**src/rtl/ttl_irq_sync_edge.sv**
```systemverilog
// Three-flop synchroniser for one active-low request line with a falling-edge pulse.
// Flops restart at 1 on Clear so a level held low across reset is re-detected.
module ttl_irq_sync_edge (
    input  logic Clk,
    input  logic Clear,
    input  logic IR_bar,
    output logic fall
);

    logic s1;
    logic s2;
    logic s3;

    always_ff @(posedge Clk) begin
        if (Clear) begin
            s1 <= 1'b1;
            s2 <= 1'b1;
            s3 <= 1'b1;
        end else begin
            s1 <= IR_bar;
            s2 <= s1;
            s3 <= s2;
        end
    end

    assign fall = s3 & ~s2;

endmodule

```
**src/rtl/ttl_irq_request_latch.sv**
```systemverilog
// Interrupt-request latch feeding an 8-to-3 priority encoder: synchronised edge capture,
// per-line mask, sticky overrun, and acknowledge by the encoder's active-low code.
module ttl_irq_request_latch #(
    parameter int unsigned WIDTH_IN   = 8,
    parameter int unsigned WIDTH_OUT  = 3,
    parameter int          DELAY_RISE = 0,
    parameter int          DELAY_FALL = 0
) (
    input  logic                 Clk,
    input  logic                 Clear,
    input  logic [WIDTH_IN-1:0]  IR_bar,
    input  logic                 Mask_load,
    input  logic [WIDTH_IN-1:0]  Mask_data,
    input  logic                 Ack,
    input  logic [WIDTH_OUT-1:0] Ack_code_bar,
    output logic [WIDTH_IN-1:0]  Req_bar,
    output logic                 Int,
    output logic [WIDTH_IN-1:0]  Mask,
    output logic [WIDTH_IN-1:0]  Overrun
);

    localparam bit PARAMS_OK = (WIDTH_IN == (2 ** WIDTH_OUT)) &&
                               (DELAY_RISE >= 0) && (DELAY_FALL >= 0);

    generate
        if (!PARAMS_OK) begin : g_bad_params
            $error("ttl_irq_request_latch: WIDTH_IN must equal 2**WIDTH_OUT and delays be >= 0");
        end
    endgenerate

    logic [WIDTH_IN-1:0]  fall;
    logic [WIDTH_IN-1:0]  ack_hit;
    logic [WIDTH_IN-1:0]  visible;
    logic [WIDTH_IN-1:0]  pending_q;
    logic [WIDTH_IN-1:0]  mask_q;
    logic [WIDTH_IN-1:0]  overrun_q;
    logic [WIDTH_OUT-1:0] ack_idx;

    genvar g;
    generate
        for (g = 0; g < WIDTH_IN; g++) begin : g_line
            ttl_irq_sync_edge u_sync (
                .Clk    (Clk),
                .Clear  (Clear),
                .IR_bar (IR_bar[g]),
                .fall   (fall[g])
            );
        end
    endgenerate

    assign ack_idx = ~Ack_code_bar;

    always_comb begin
        ack_hit = '0;
        if (Ack) begin
            ack_hit[ack_idx] = 1'b1;
        end
    end

    // A new edge wins over a coincident ack of the same line and is not an overrun.
    always_ff @(posedge Clk) begin
        if (Clear) begin
            pending_q <= '0;
            mask_q    <= '0;
            overrun_q <= '0;
        end else begin
            pending_q <= (pending_q & ~ack_hit) | fall;
            overrun_q <= overrun_q | (fall & pending_q & ~ack_hit);
            if (Mask_load) begin
                mask_q <= Mask_data;
            end
        end
    end

    assign visible = pending_q & ~mask_q;
    assign Req_bar = ~visible;
    assign Int     = |visible;
    assign Mask    = mask_q;
    assign Overrun = overrun_q;

endmodule

```
**config.mk**
```make
export PLATFORM = sky130hd
export DESIGN_NAME = ttl_irq_request_latch
export DESIGN_NICKNAME = d
export VERILOG_FILES = /design/src/rtl/ttl_irq_sync_edge.sv /design/src/rtl/ttl_irq_request_latch.sv
export SDC_FILE = /design/constraint.sdc
export NUM_CORES = 1
export LEC_CHECK = 0
export ABC_CLOCK_PERIOD_IN_PS = 3400
export CAP_MARGIN = 20
export CORE_UTILIZATION = 37
export DETAILED_ROUTE_END_ITERATION = 7
export GPL_ROUTABILITY_DRIVEN = 1
export HOLD_SLACK_MARGIN = 0.06
export PLACE_DENSITY = 0.65
export SLEW_MARGIN = 10
export SYNTH_ARGS = -nofsm -noshare
export SYNTH_HDL_FRONTEND = slang
export SYNTH_SLANG_ARGS = --single-unit
```
**constraint.sdc**
```tcl
create_clock -name Clk -period 3.4 [get_ports Clk]
set_clock_uncertainty 0.1 [all_clocks]
set_input_delay 1.02 -clock Clk [delete_from_list [all_inputs] [get_ports Clk]]
set_output_delay 1.02 -clock Clk [all_outputs]
set_load 0.02 [all_outputs]
```
==> impl_results.md, run 1 <==
* Maximum VDD drop at 0.270 mV
* Ys Warns at 0
* H-tree Lvls at 2
* Required @ worst endpoint at 2280 ps
* Final core occ at 54.7%
* Power share of the combinational group at between 10% and 20%
* Synth Area per Inst at ~11 sq um
* Cell area after synthesis at between 1500 and 2000 sq um
* Detail Route Antenna Nets at 0
* Final Hold Fails at 0
* Synthesized Nets at between 150 and 200
* Max Slew Vio Count at 0
* Maximum clock rate at ~360 MHz
* Row cnt at 23
* Postcts setup bufs at 0
* Rel. slew slack at 61.7%
* Fin crit period at between 2000 and 3000 ps
* Crit-path max FO at 3
* WS Path Type: reg2out
* Starting density of the core at 39.5%
* Net Sw Frac at 21.5%
* CTS Buffer Depth at 2
* Post-route clock period utilization at between 80 and 90%
* P_sw at 239 uW
* Leak pwr at between 0.8 and 0.9 nW
* Total track usage at between 10% and 20%
* Clk root buf: clkbuf_8
* R2r worst-path depth at 2
* Via count at 1144
* Post-route cell area at 2230 sq um
* Crit path launch type: register
* DRT Wirelength at 2.94 mm
* Share of cells above drive strength 1 at roughly 18%
* Hold Crit Depth at 1
* DRT Pass-1 Iters at 4
* CTS tree: done
* Routability cong. at 0.682
* Clock tree sinks at 48
* CTS Buf Count at 5
* Worst setup EP type: output port
* Tot Pwr at around 1.1 mW
* Post-DP HPWL at 2.23 mm
* Synth cell types at 16
* Die width at between 60 and 70 microns
* Antenna diodes at 0
* Flops & latches, synth at 48
* CP arrival at 1650 ps
* Hold Path Class: reg2reg
* Pwr per Cell Area at about 500 nW/um^2
* Total core area at ~4100 sq um
* Final setup vio count at 0
* WL/cell at 12.1 microns
* Clock transition at path regs at 80 ps
* Max Cap Viol at 0
* RSZ-0062 raised after global routing: no
* IO Port Bufs at 47
* Seq/Total Area, Yosys at between 50 and 60%
* Vias in the first global route at 1049
* Overflow after GRT at 0
* # DRC at 0
* Worst-skew pair later-pin latency at 290 ps
* DR vias/cell at roughly 4.7
* Initial antenna violation count at 0
* Final TNS setup at 0 ps
* Die Y at slightly below 70 microns
* First-pass GRT wire length at between 4 and 5 mm
* Layout area overhead at 38.4%
* Non-Filler Instances at about 240
* Number of hold buffers added after CTS at 0
* Status: complete, no violations
* Internal Power at 874 uW
* Largest net degree at the start of global routing at 24
* Die footprint at roughly 4600 sq um
* DP Area at 2130 sq um
* Sequential share of power at between 50% and 60%
* Actual slew at the worst max-slew pin at approximately 570 ps
* DRT iter0 DRCs at 36
* Final nets at about 210
* Num ports at between 40 and 50
* Mapped Cells at around 140
* Post-Place Cells at 234
* Clock share of power at 34.8%
* CTS resizes at 0
through the flow:
| step | hold WS (ps) | setup WS (ps) |
|---|---|---|
| global route | 318 | 514 |
| global placement | 286 | 774 |
| CTS | 309 | 600 |
| floorplan | 283 | 1160 |
| detailed placement | 289 | 681 |
| finish | 304 | 627 |
logic make-up (layout without fill, tap and decap cells):
logic type	Yosys count	in the layout	synth area share (%)
AND/OR/NAND/NOR	53	53	19.1
flip-flops	48	48	59.5
AO/OA/AOI/OAI	24	24	14.0
buffers and inverters	9	59	2.40
multiplexers	8	8	4.96
cell usage in the layout (no fill, tap or decap), drive strengths merged:
| master | n |
|---|---|
| o21ai | 8 |
| clkbuf | 6 |
| o311ai | 8 |
| o2bb2ai | 8 |
| nand2 | 1 |
| or2 | 25 |
| dfxtp | 48 |
| buf | 1 |
| clkinv | 1 |
| nand4 | 2 |
| mux2i | 8 |
| nand2b | 17 |
| inv | 3 |
| nor2 | 8 |
| bufinv | 1 |
| clkdlybuf4s50 | 47 |
routing by layer:
metal | GRT usage [%] | routed length [microns] | share of wire, % | up-vias
li1 | - | - | - | 580
met1 | 16.2 | 1340 | 46 | 511
met2 | 23.2 | 1310 | 44 | 49
met3 | 5.67 | 246 | 8.4 | 4
met4 | 8.59 | 49 | 1.7 | 0
met5 | 0 | 0 | 0 | -
flip-flops by register name, summed over array words and instances, names as in the netlist:
name              count
Mask                  8
Overrun               8
g_line.u_sync.s1      8
g_line.u_sync.s2      8
g_line.u_sync.s3      8
pending_q             8
final timing paths:
path                  startpoint             endpoint  slack [ps]
max                      Mask[6]                  Int         630
min          g_line[0].u_sync.s1  g_line[0].u_sync.s2         300
max reg2reg         pending_q[4]           Overrun[4]        2600
min reg2reg  g_line[0].u_sync.s1  g_line[0].u_sync.s2         300
critical path, cell delays in order (launching register included):
cell	delay [ps]
dfxtp_1	360
nand2b_1	140
nand4_1	100
or2_1	230
clkdlybuf4s50_1	530
synthesized netlist by cell type:
master     number  area share (%)
nand2b_1       17             6.6
o311ai_2        6             6.0
nor2_1          8             1.9
dfxtp_1        48              60
o311ai_1        2             1.1
o21ai_1         8             2.5
or2_2          18             7.0
buf_2           1            0.31
mux2i_1         8             5.0
clkbuf_1        4            0.93
or2_1           7             2.7
inv_2           3            0.70
nand4_1         2            0.78
nand2_1         1            0.23
o2bb2ai_1       8             4.3
buf_4           1            0.47
layout make-up:
type	instances	area, sq um
Timing Repair Buffer	48	478
Clock buffer	6	72.6
Clock inverter	2	35.0
Tap cell	50	62.6
Multi-Input combinational cell	85	614
Sequential cell	48	961
Inverter	3	11.3
Fill cell	366	1850
power by group through the flow:
stage	logic [mW]	clock network, mW	registers, mW
after detailed placement	0.130	0	0.610
after CTS	0.130	0.404	0.597
after global routing	0.140	0.440	0.600
after global placement	0.128	0	0.609
final	0.128	0.387	0.597
after floorplan	0.0582	0	0.615
Power figures use the tool's default switching activity.
==> run 2, diff against run 1 <==
--- a/config.mk
+++ b/config.mk
@@ -5,13 +5,13 @@
 export SDC_FILE = /design/constraint.sdc
 export NUM_CORES = 1
 export LEC_CHECK = 0
-export ABC_CLOCK_PERIOD_IN_PS = 3400
+export ABC_CLOCK_PERIOD_IN_PS = 2400
 export CAP_MARGIN = 20
 export CORE_UTILIZATION = 37
 export DETAILED_ROUTE_END_ITERATION = 7
 export GPL_ROUTABILITY_DRIVEN = 1
 export HOLD_SLACK_MARGIN = 0.06
-export PLACE_DENSITY = 0.65
+export PLACE_DENSITY = 0.68
 export SLEW_MARGIN = 10
 export SYNTH_ARGS = -nofsm -noshare
 export SYNTH_HDL_FRONTEND = slang
==> constraint.sdc (replaced) <==
create_clock -name Clk -period 2.4 [get_ports Clk]
set_clock_uncertainty 0.1 [all_clocks]
set_input_delay 0.72 -clock Clk [delete_from_list [all_inputs] [get_ports Clk]]
set_output_delay 0.72 -clock Clk [all_outputs]
set_load 0.02 [all_outputs]
==> run 2 against run 1 <==
Against the previous run:
- via count decreased by 0.96%
- cell count is 0.41% higher
- non-clock buffer count grew 1
- largest power group unchanged
- clock power increased by 23%
- largest cell class unchanged
- core utilization shrank 0.28 points
- sequential power increased by 42%
- hold slack better by 4.4 ps
- highest routed layer unchanged
- critical path depth down 2
==> impl_results.md, run 2 (synthesis gave the netlist of run 1 again) <==
* Power share of the combinational group at approximately an eighth
* Clk root buf: clkbuf_8
* CTS Buffer Depth at 2
* Num ports at 48
* RSZ-0062 raised after global routing: no
* Via count at ~1100
* Routability cong. at between 0.6 and 0.7
* Share of cells above drive strength 1 at around 18%
* Max Slew Vio Count at 0
* First-pass GRT wire length at 4.80 mm
* Leak pwr at 0.815 nW
* Clock transition at path regs at 80 ps
* Initial antenna violation count at 0
* CTS tree: done
* DR vias/cell at between 4 and 5
* Overflow after GRT at 0
* Fin crit period at between 2000 and 2500 ps
* Clock tree sinks at 48
* Antenna diodes at 0
* Net Sw Frac at 22.5%
* Register area at about 960 sq um
* Post-DP HPWL at around 2.2 mm
* CP arrival at ~1400 ps
* Crit path launch type: register
* Die width at 68.0 microns
* Vias in the first global route at between 1000 and 1500
* Number of hold buffers added after CTS at 0
* Worst-skew pair later-pin latency at 300 ps
* DP Area at around 2100 sq um
* Crit-path max FO at 3
* Worst setup EP type: output port
* Final nets at approximately 220
* Row cnt at 23
* Detail Route Antenna Nets at 0
* H-tree Lvls at 2
* Pwr per Cell Area at 675 nW/um^2
* CTS Buf Count at 5
* Post-route clock period utilization at between 90% and 100%
* Area of the multi-input gates at about 610 sq um
* P_sw at 338 uW
* Final TNS setup at 0 ps
* WS Path Type: reg2out
* WL/cell at 12.0 microns
* Fillers at 366
* Internal Power at roughly 1.2 mW
* Most frequent cells in the layout: dfxtp_1, clkdlybuf4s50_1, or2_2
* Largest net degree at the start of global routing at 24
* DRT Pass-1 Iters at 2
* Total core area at just over 4000 sq um
* Status: complete, no violations
* Rel. slew slack at between 70% and 80%
* Tot Pwr at 1.50 mW
* Layout area overhead at 37.8%
* Max Cap Viol at 0
* Post-route cell area at roughly 2200 sq um
* Maximum VDD drop at 0.337 mV
* Total track usage at between 10% and 20%
* Starting density of the core at between 30% and 40%
* Actual slew at the worst max-slew pin at between 400 and 500 ps
* DRT Wirelength at approximately 2.9 mm
* Final Hold Fails at 0
* # DRC at 0
* Hold Path Class: reg2reg
* Die Y at approximately 70 microns
* Clock share of power at 31.7%
* Most common cell after layout, fill and taps aside: dfxtp_1
* IO Port Bufs at 47
* Required @ worst endpoint at between 1500 and 2000 ps
* Die footprint at roughly 4600 sq um
* Postcts setup bufs at 0
* Final setup vio count at 0
* Sequential share of power at 56.3%
* DRT iter0 DRCs at 41
* Maximum clock rate at approximately 450 MHz
## run 2: timing repair
action / in CTS / in global routing
resized for setup: 1 / 0
endpoints found under the setup margin: 1 / 0
hold endpoints to repair: 0 / 0
## run 2: layout make-up
type / instances / share of cell area [%]
timing repair buffer: 49 / 21.8
multi-input combinational: 85 / 27.6
clock buffer: 8 / 4.05
sequential: 48 / 43.2
inverter: 3 / 0.506
tap: 50 / 2.81
## run 2: worst paths after layout
kind                       start                   to  slack (ps)  cells after the start
max                      Mask[1]           Req_bar[1]         170                      2
min reg2reg  g_line[2].u_sync.s1  g_line[2].u_sync.s2         310                      1
max reg2reg         pending_q[3]           Overrun[3]        1580                      2
min          g_line[2].u_sync.s1  g_line[2].u_sync.s2         310                      1
## run 2: metrics by stage
step	hold slack (ps)	setup slack, ps	cells	util [%]
after floorplan	283	458	142	-
after global placement	286	287	235	52.2
after detailed placement	290	258	235	52.2
after CTS	311	141	243	54.4
after global routing	327	63.3	243	54.4
final	308	166	243	54.4
## run 2: critical path, cell delays in order (launching register included)
cell and delay [ps]:
dfxtp_1 350, nand2b_1 150, clkdlybuf4s50_1 610
## run 2: metal layers
layer	share of wire, %	track usage, %
met1	47	16.2
met2	43	23.7
met3	8.0	4.17
met4	2.0	10.2
met5	0	0
## run 2: power by group through the flow
stage	clock, mW	combinational (mW)	sequential, mW
after floorplan	0	0.0824	0.872
after global placement	0	0.181	0.863
after detailed placement	0	0.184	0.864
after CTS	0.495	0.182	0.845
after global routing	0.535	0.197	0.849
final	0.475	0.179	0.845
